===== src/rtl/mem_lane_unit.sv =====
// MEM-stage data-memory access unit: store-data forwarding, lane byte enables,
// request/ack handshake to data memory and two-beat handling of misaligned accesses.
module mem_lane_unit #(
  parameter int unsigned DATA_W         = 32,
  parameter int unsigned ADDR_W         = 32,
  parameter int unsigned NUM_FWD        = 3,
  parameter bit          MISALIGN_SPLIT = 1'b1
) (
  input  logic                             clk,
  input  logic                             reset,
  input  logic                             req_valid,
  output logic                             req_ready,
  input  logic [3:0]                       mem_op,
  input  logic [ADDR_W-1:0]                addr,
  input  logic [DATA_W-1:0]                rt_data,
  input  logic [NUM_FWD*DATA_W-1:0]        fwd_data,
  input  logic [$clog2(NUM_FWD+1)-1:0]     fwd_sel,
  output logic                             mem_req,
  output logic                             mem_we,
  output logic [ADDR_W-1:0]                mem_addr,
  output logic [DATA_W/8-1:0]              mem_be,
  output logic [DATA_W-1:0]                mem_wdata,
  input  logic                             mem_ack,
  input  logic [DATA_W-1:0]                mem_rdata,
  output logic                             resp_valid,
  output logic [DATA_W-1:0]                load_data,
  output logic                             misalign_exc
);

  localparam int unsigned NB = DATA_W / 8;
  localparam int unsigned OW = $clog2(NB);
  localparam int unsigned CW = OW + 2;

  typedef enum logic [1:0] {S_IDLE, S_BEAT0, S_BEAT1, S_RESP} state_t;

  state_t            r_state;
  logic [3:0]        r_op;
  logic [OW-1:0]     r_off;
  logic              r_split;
  logic [NB-1:0]     r_be1;
  logic [ADDR_W-1:0] r_base;
  logic [DATA_W-1:0] r_lo;

  logic [DATA_W-1:0] w_sdata;
  logic [DATA_W-1:0] w_rot;
  logic [OW-1:0]     w_off;
  logic [CW-1:0]     w_n;
  logic [CW-1:0]     w_end;
  logic              w_exc;
  logic              w_split;
  logic [NB-1:0]     w_be0;
  logic [NB-1:0]     w_be1;
  logic [ADDR_W-1:0] w_base;
  logic [DATA_W-1:0] w_lo;
  logic [DATA_W-1:0] w_raw;
  logic [DATA_W-1:0] w_ext;
  logic [CW-1:0]     w_rn;
  logic              w_sign;

  // Store-data source select; unmatched selects yield zero data.
  always_comb begin
    w_sdata = '0;
    if (fwd_sel == '0) w_sdata = rt_data;
    for (int k = 0; k < int'(NUM_FWD); k++)
      if (int'(fwd_sel) == k + 1) w_sdata = fwd_data[k*DATA_W +: DATA_W];
  end

  // Request decode: lane offset, span, byte enables and rotated store data.
  always_comb begin
    w_off   = addr[OW-1:0];
    w_base  = {addr[ADDR_W-1:OW], OW'(0)};
    w_n     = CW'(1) << mem_op[1:0];
    w_end   = CW'(w_off) + w_n;
    w_split = (w_end > CW'(NB));
    w_exc   = (w_n > CW'(NB)) ||
              (!MISALIGN_SPLIT && ((w_off & OW'(w_n - CW'(1))) != '0));
    for (int i = 0; i < int'(NB); i++) begin
      w_be0[i] = (CW'(i) >= CW'(w_off)) && (CW'(i) < w_end);
      w_be1[i] = (CW'(i + int'(NB)) < w_end);
    end
    w_rot = DATA_W'(({w_sdata, w_sdata} << {w_off, 3'b000}) >> DATA_W);
  end

  // Load merge of one or two beats, then sign/zero extension above the access size.
  always_comb begin
    w_lo   = (r_state == S_BEAT1) ? r_lo : mem_rdata;
    w_raw  = DATA_W'({mem_rdata, w_lo} >> {r_off, 3'b000});
    w_rn   = CW'(1) << r_op[1:0];
    w_sign = 1'b0;
    for (int j = 0; j < int'(NB); j++)
      if (CW'(j + 1) == w_rn) w_sign = w_raw[8*j+7];
    if (r_op[2]) w_sign = 1'b0;
    for (int j = 0; j < int'(NB); j++)
      w_ext[8*j +: 8] = (CW'(j) < w_rn) ? w_raw[8*j +: 8] : {8{w_sign}};
  end

  always_ff @(posedge clk) begin
    if (!reset) begin
      r_state      <= S_IDLE;
      r_op         <= '0;
      r_off        <= '0;
      r_split      <= 1'b0;
      r_be1        <= '0;
      r_base       <= '0;
      r_lo         <= '0;
      req_ready    <= 1'b1;
      mem_req      <= 1'b0;
      mem_we       <= 1'b0;
      mem_addr     <= '0;
      mem_be       <= '0;
      mem_wdata    <= '0;
      resp_valid   <= 1'b0;
      load_data    <= '0;
      misalign_exc <= 1'b0;
    end else begin
      resp_valid <= 1'b0;
      case (r_state)
        S_IDLE: begin
          if (req_valid) begin
            r_op      <= mem_op;
            r_off     <= w_off;
            r_split   <= w_split;
            r_be1     <= w_be1;
            r_base    <= w_base;
            req_ready <= 1'b0;
            if (w_exc) begin
              r_state      <= S_RESP;
              resp_valid   <= 1'b1;
              misalign_exc <= 1'b1;
              load_data    <= '0;
            end else begin
              r_state   <= S_BEAT0;
              mem_req   <= 1'b1;
              mem_we    <= mem_op[3];
              mem_addr  <= w_base;
              mem_be    <= w_be0;
              mem_wdata <= w_rot;
            end
          end
        end
        S_BEAT0, S_BEAT1: begin
          if (mem_ack) begin
            if (r_state == S_BEAT0 && r_split) begin
              r_state  <= S_BEAT1;
              r_lo     <= mem_rdata;
              mem_addr <= r_base + ADDR_W'(NB);
              mem_be   <= r_be1;
            end else begin
              r_state    <= S_RESP;
              mem_req    <= 1'b0;
              mem_we     <= 1'b0;
              mem_addr   <= '0;
              mem_be     <= '0;
              mem_wdata  <= '0;
              resp_valid <= 1'b1;
              load_data  <= r_op[3] ? '0 : w_ext;
            end
          end
        end
        S_RESP: begin
          r_state      <= S_IDLE;
          req_ready    <= 1'b1;
          misalign_exc <= 1'b0;
          load_data    <= '0;
        end
        default: r_state <= S_IDLE;
      endcase
    end
  end

endmodule


===== config.mk =====
export PLATFORM = sky130hd
export DESIGN_NAME = mem_lane_unit
export DESIGN_NICKNAME = d
export VERILOG_FILES = /design/src/rtl/mem_lane_unit.sv
export SDC_FILE = /design/constraint.sdc
export NUM_CORES = 1
export LEC_CHECK = 0
export CORE_ASPECT_RATIO = 0.6
export CORE_MARGIN = 1.5
export CORE_UTILIZATION = 35
export CTS_BUF_LIST = sky130_fd_sc_hd__clkbuf_16
export DETAILED_ROUTE_END_ITERATION = 7
export GPL_ROUTABILITY_DRIVEN = 0
export PLACE_DENSITY = 0.74
export SLEW_MARGIN = 20
export SYNTH_ARGS = -nofsm -noshare
export SYNTH_HDL_FRONTEND = slang
export SYNTH_SLANG_ARGS = --single-unit

===== constraint.sdc =====
create_clock -name clk -period 2.5 [get_ports clk]
set_input_delay 0.25 -clock clk [delete_from_list [all_inputs] [get_ports clk]]
set_output_delay 0.25 -clock clk [all_outputs]
set_load 0.02 [all_outputs]

# Word level (Yosys, flattened, before mapping)
# Index checks and enable logic that the tools add are counted.
# totals
register_bits,180
in_bits,202
out_inout_bits,105
# classes
add_sub_neg,2
magnitude_cmp,17
n_eq_ne,15
shift,4
muxes,58
n_reduce_logical,17
# op_table
cell,n
$mux 32,18
$pmux 32 s2,2
$pmux 32 s3,1
$shl 64x5->64,1
$shr 64x5->32,1
$add 32x3->32 const B,1
$mux 8,4
$mux 1,19
$lt 1x4->1 const A,4
$lt 2x4->1 const A,4
$lt 3x4->1 const A,4
$mux 4,4
$ne 2x2->1 const B,5
$pmux 1 s2,5
$eq 2x2->1 const B,4
$eq 2x4->1 const A,2
$gt 4x3->1 const B,2
$pmux 4 s2,1
$reduce_and 4->1,2
$shl 1x2->4 const A,2
$mux 2,3
$pmux 2 s3,1
$reduce_and 2->1,3
$reduce_and 3->1,2
other kinds (11),18

# Logic depth before layout (Yosys ltp)
# logic_depth
depth_word,13
ltp_mapped,10

# Least setup slack after synthesis
# OpenSTA, ideal clock, no wires.
# synth_timing
kind,register to register
from,register r_state[0]
to,register load_data[17]
setup_ns,0.122
arrival_ns,2.156
required_ns,2.378
setup_slack_ns,0.223
stages_incl_launch_ff,8
n_path_buf,2
synth_period_minus_slack_ns,2.277
path_cell_list,dfxtp_1 -> inv_1 -> ha_1 -> buf_6 -> clkbuf_1 -> mux2_2 -> mux4_2 -> a221o_1
# synth_between
elab_chain_len,13
elab_cells_between_ends,23
classes_between,7 x eq/ne; 1 x shift; 11 x mux; 4 x reduce/logical
# synth_rtl
element,line,source
"start, declared",36,state_t r_state;
"start signal, assigned",99,r_state <= S_IDLE;
"start signal, assigned",127,r_state <= S_RESP;
"start signal, assigned",132,r_state <= S_BEAT0;
$eq 2x2->1,"86, 117",
$mux 32,86,w_lo = (r_state == S_BEAT1) ? r_lo : mem_rdata;
$shr 64x5->32,87,"w_raw = DATA_W'({mem_rdata, w_lo} >> {r_off, 3'b000});"
$mux 1 (4 in a row),91,if (CW'(j + 1) == w_rn) w_sign = w_raw[8*j+7];
$mux 1,92,if (r_op[2]) w_sign = 1'b0;
$mux 8,94,w_ext[8*j +: 8] = (CW'(j) < w_rn) ? w_raw[8*j +: 8] : {8{w_sign}};
$mux 32,156,load_data <= r_op[3] ? '0 : w_ext;
$mux 32,143,if (r_state == S_BEAT0 && r_split) begin
$mux 32,142,if (mem_ack) begin
$pmux 32 s3,117,case (r_state)
"end signal, assigned",156,
"end, declared",26,"output logic [DATA_W-1:0] load_data,"
# Parallel ways exist; a longest one is shown, timed or not. The select of a mux whose other input is x is not followed.
# A chain may end at the register's enable or synchronous reset.

# Worst setup path in the final report
# layout_timing
from,register r_state[0]
to,register mem_wdata[5]
# layout_between
elab_chain_len,4
elab_cells_between_ends,12
classes_between,6 x eq/ne; 1 x mux; 5 x reduce/logical
# layout_rtl
element,line,source
$eq 2x2->1 or $eq 2x1->1 (tied branches),"117, 143",
$reduce_or 2->1 or $logic_and 1x1->1 (tied branches),"117, 143",
$ne 2x2->1 (no line) or $reduce_bool 2->1 (tied branches),--,
$reduce_and 5->1 (no line),--,
"end signal, assigned",137,mem_wdata <= w_rot;
"end, declared",22,"output logic [DATA_W-1:0] mem_wdata,"
# Parallel ways exist; a longest one is shown, timed or not.

==> out/metrics.cfg <==
[power]
pwr_density_cell_nw_per_um2 = 915
clockPowerShare_pct = 21.2
leakage_nw = 4.91
pwr-share-seq_pct = 32.0
vdd_ir_drop_max_v = 0.000536
p_int_mw = 7.64
swShare_pct = 39.5
pwr-share-comb_pct = 46.9
power.switching_mw = 4.98
power_mw = 12.6

[global_route]
overflow = 0
antenna_found_initial = 6
grt_max_degree = 51
grt_pass1_vias = 9257
grt_pass1_wl_um = 51900
track_usage_pct = 23.2

[worst_setup_path]
setup.worst_path.class = reg -> reg
crit_required_ps = 2840
cp-end-kind = flop
cp_slowest_cell = dfxtp_1
slowest_delay_ps = 400
start_kind = flop
arrival_ps = 2740
cp_cell_sequence = inv_1 > ha_1 > nor2b_2 > a211o_1 > a21oi_4 > nand4_1 > buf_4 > o221ai_1
reg2reg_slack_ps = 100
worst-path-max-fanout = 32

[yosys]
yosys.cell_types.count = 60
syn_inst = 1043
yosysTopAreaCell = dfxtp_1
ys_seq_elements = 177
synth-simple-area-share_pct = 15.7
ys_warn_count = 0
syn-cell-area_um2 = 9660
synth.top_cells.by_area = dfxtp_1, mux4_2, nand2_1
synth_top_area_share_pct = 36.7
synth_top_family_by_area = multiplexers
synthAdderAreaFrac_pct = 1.24
synthFlopType = dfxtp_1
seq_area_frac_synth_pct = 36.7
async_reset_ff_share_pct = 0
synthMuxAreaShare_pct = 21.9
synth_compound_area_share_pct = 17.9
synth_edf_count = 0
syn_area_per_cell_um2 = 9.26
synth_xor_area_share_pct = 1.90

[cells_and_area]
fin_util_pct = 51.5
final_cell_mix = clkdlybuf4s50_1, nand2_1, dfxtp_1
nets = 1528
fillers = 2371
fin_cells = 1695
syn2layout_area_growth_pct = 42.8
layout_commonest_cell = clkdlybuf4s50_1
drive_gt1_share_pct = 13.8

[placement]
dp_cells = 1658
portBuffers = 304
place_hpwl_um = 25600

[clocking]
cts_num_sinks = 177
cts_buffers = 17
ctsResizeCount = 0
cts_buffer_depth = 2
postCtsSetupRepairBufs = 0
cts_tree = done
cts.clk_slew.worst_paths_ps = 70
cts_hold_buf = 0
htreeDepth = 4
clk_root_buffer_cell = clkbuf_16
clk-insertion-delay-late_ps = 440

[worst_hold_path]
hold_path_class = in -> reg

[routing]
vias = 9448
drtPass1Iterations = 5
wl_per_cell_um = 19.9
via_per_inst = 5.57
drt-total-wl_um = 33700
drc = 0
drt_iter0_drc = 801
ant_nets = 0

[timing]
setup_viol_count_final = 0
worst_slew_pin_slew_ps = 653
slew_viol_final = 0
period_share_pct = 95.9
hold_viol = 0
hold_ws_ps = 380
period_minus_slack_ps = 2400
rsz0062_at_grt = false
max-slew-margin-rel_pct = 56.1
skew_ps = 17.8
clock.fmax_mhz = 417

[die]
die_height_um = 132
die_w_um = 217
io_pins = 307
coreArea_um2 = 26800
die_area_um2 = 28600
rows = 46
initial_core_util_pct = 36.1

[flow_run]
drv_cap = 0

[outcome]
outcome = finished clean

==> state kept, by name, summed over array words and instances (netlist names), 4 cells and up <==
signal     cells
load_data     32
mem_wdata     32
r_lo          32
mem_addr      30
r_base        30
mem_be         4
r_be1          4
r_op           4
==> cells in the mapped netlist (14+ instances only) <==
| library cell | instances |
|---|---|
| mux2_2 | 30 |
| mux4_2 | 63 |
| a21oi_1 | 93 |
| o21ai_0 | 40 |
| o221ai_1 | 32 |
| nand2_1 | 199 |
| a221o_1 | 16 |
| xor2_1 | 14 |
| a22oi_1 | 14 |
| nand3_1 | 21 |
| nor2_1 | 46 |
| a221oi_1 | 14 |
| dfxtp_1 | 177 |
| nand4_1 | 15 |
| clkbuf_1 | 74 |
| mux2i_1 | 36 |
==> power groups by stage <==
stage	clock network [mW]	logic, mW	registers, mW
floorplan	0	2.67	4.60
global placement	0	5.75	4.05
detailed placement	0	5.87	4.07
CTS	2.72	5.88	4.02
global route	2.85	6.33	4.11
finish	2.67	5.91	4.03
==> cell families (layout without fill, tap and decap cells) <==
family / after synthesis / count (layout)
other: 1 / 7
buffers and inverters: 105 / 391
AND/OR/NAND/NOR: 345 / 345
multiplexers: 129 / 129
AO/OA/AOI/OAI: 256 / 256
XOR/XNOR: 21 / 21
flip-flops: 177 / 177
adder cells (fa/ha/maj): 9 / 9
==> per-layer routing <==
metal	up-vias	GRT usage [%]	wire length (µm)
li1	4421	-	-
met1	4494	30.6	14300
met2	483	36.2	15300
met3	48	5.44	2840
met4	2	9.99	1160
met5	-	0	13
==> area by class of cell <==
| cell class | instances | area [µm²] | area share [%] |
|---|---|---|---|
| repair buffers | 348 | 3450 | 25.0 |
| diodes | 5 | 12.5 | 0.0907 |
| inverters | 11 | 41.3 | 0.299 |
| flip-flops and latches | 177 | 3540 | 25.7 |
| clock buffers | 17 | 425 | 3.08 |
| multi-input cells | 762 | 5710 | 41.4 |
| well taps | 360 | 450 | 3.27 |
| clock inverters | 15 | 154 | 1.12 |
==> final timing paths <==
check                           depth (start not counted)       start      endpoint
worst max-delay path                                    8  r_state[0]  mem_wdata[5]
worst min register to register                          2    r_lo[21]      r_lo[21]
worst min-delay path                                    3   mem_op[2]       r_op[2]
worst max register to register                          8  r_state[0]  mem_wdata[5]
==> stage by stage <==
stage	setup slack [ps]	area [µm²]	setup TNS (ps)
6_report	102	13800	0
5_1_grt	4.00	13800	0
4_1_cts	38.2	13800	0
3_5_place_dp	-91.2	13200	-1600
3_3_place_gp	13.6	13200	0
2_1_floorplan	223	9660	0
==> worst max-delay path: cells and delay by family (launching register included) <==
kind	cells	cell delay, ps
and+or+nand+nor	2	360
DFF	1	400
AOI/OAI and AO/OA	3	860
buffers and inverters	2	370
adders and majority gates	1	330
Power figures use the tool's default switching activity.
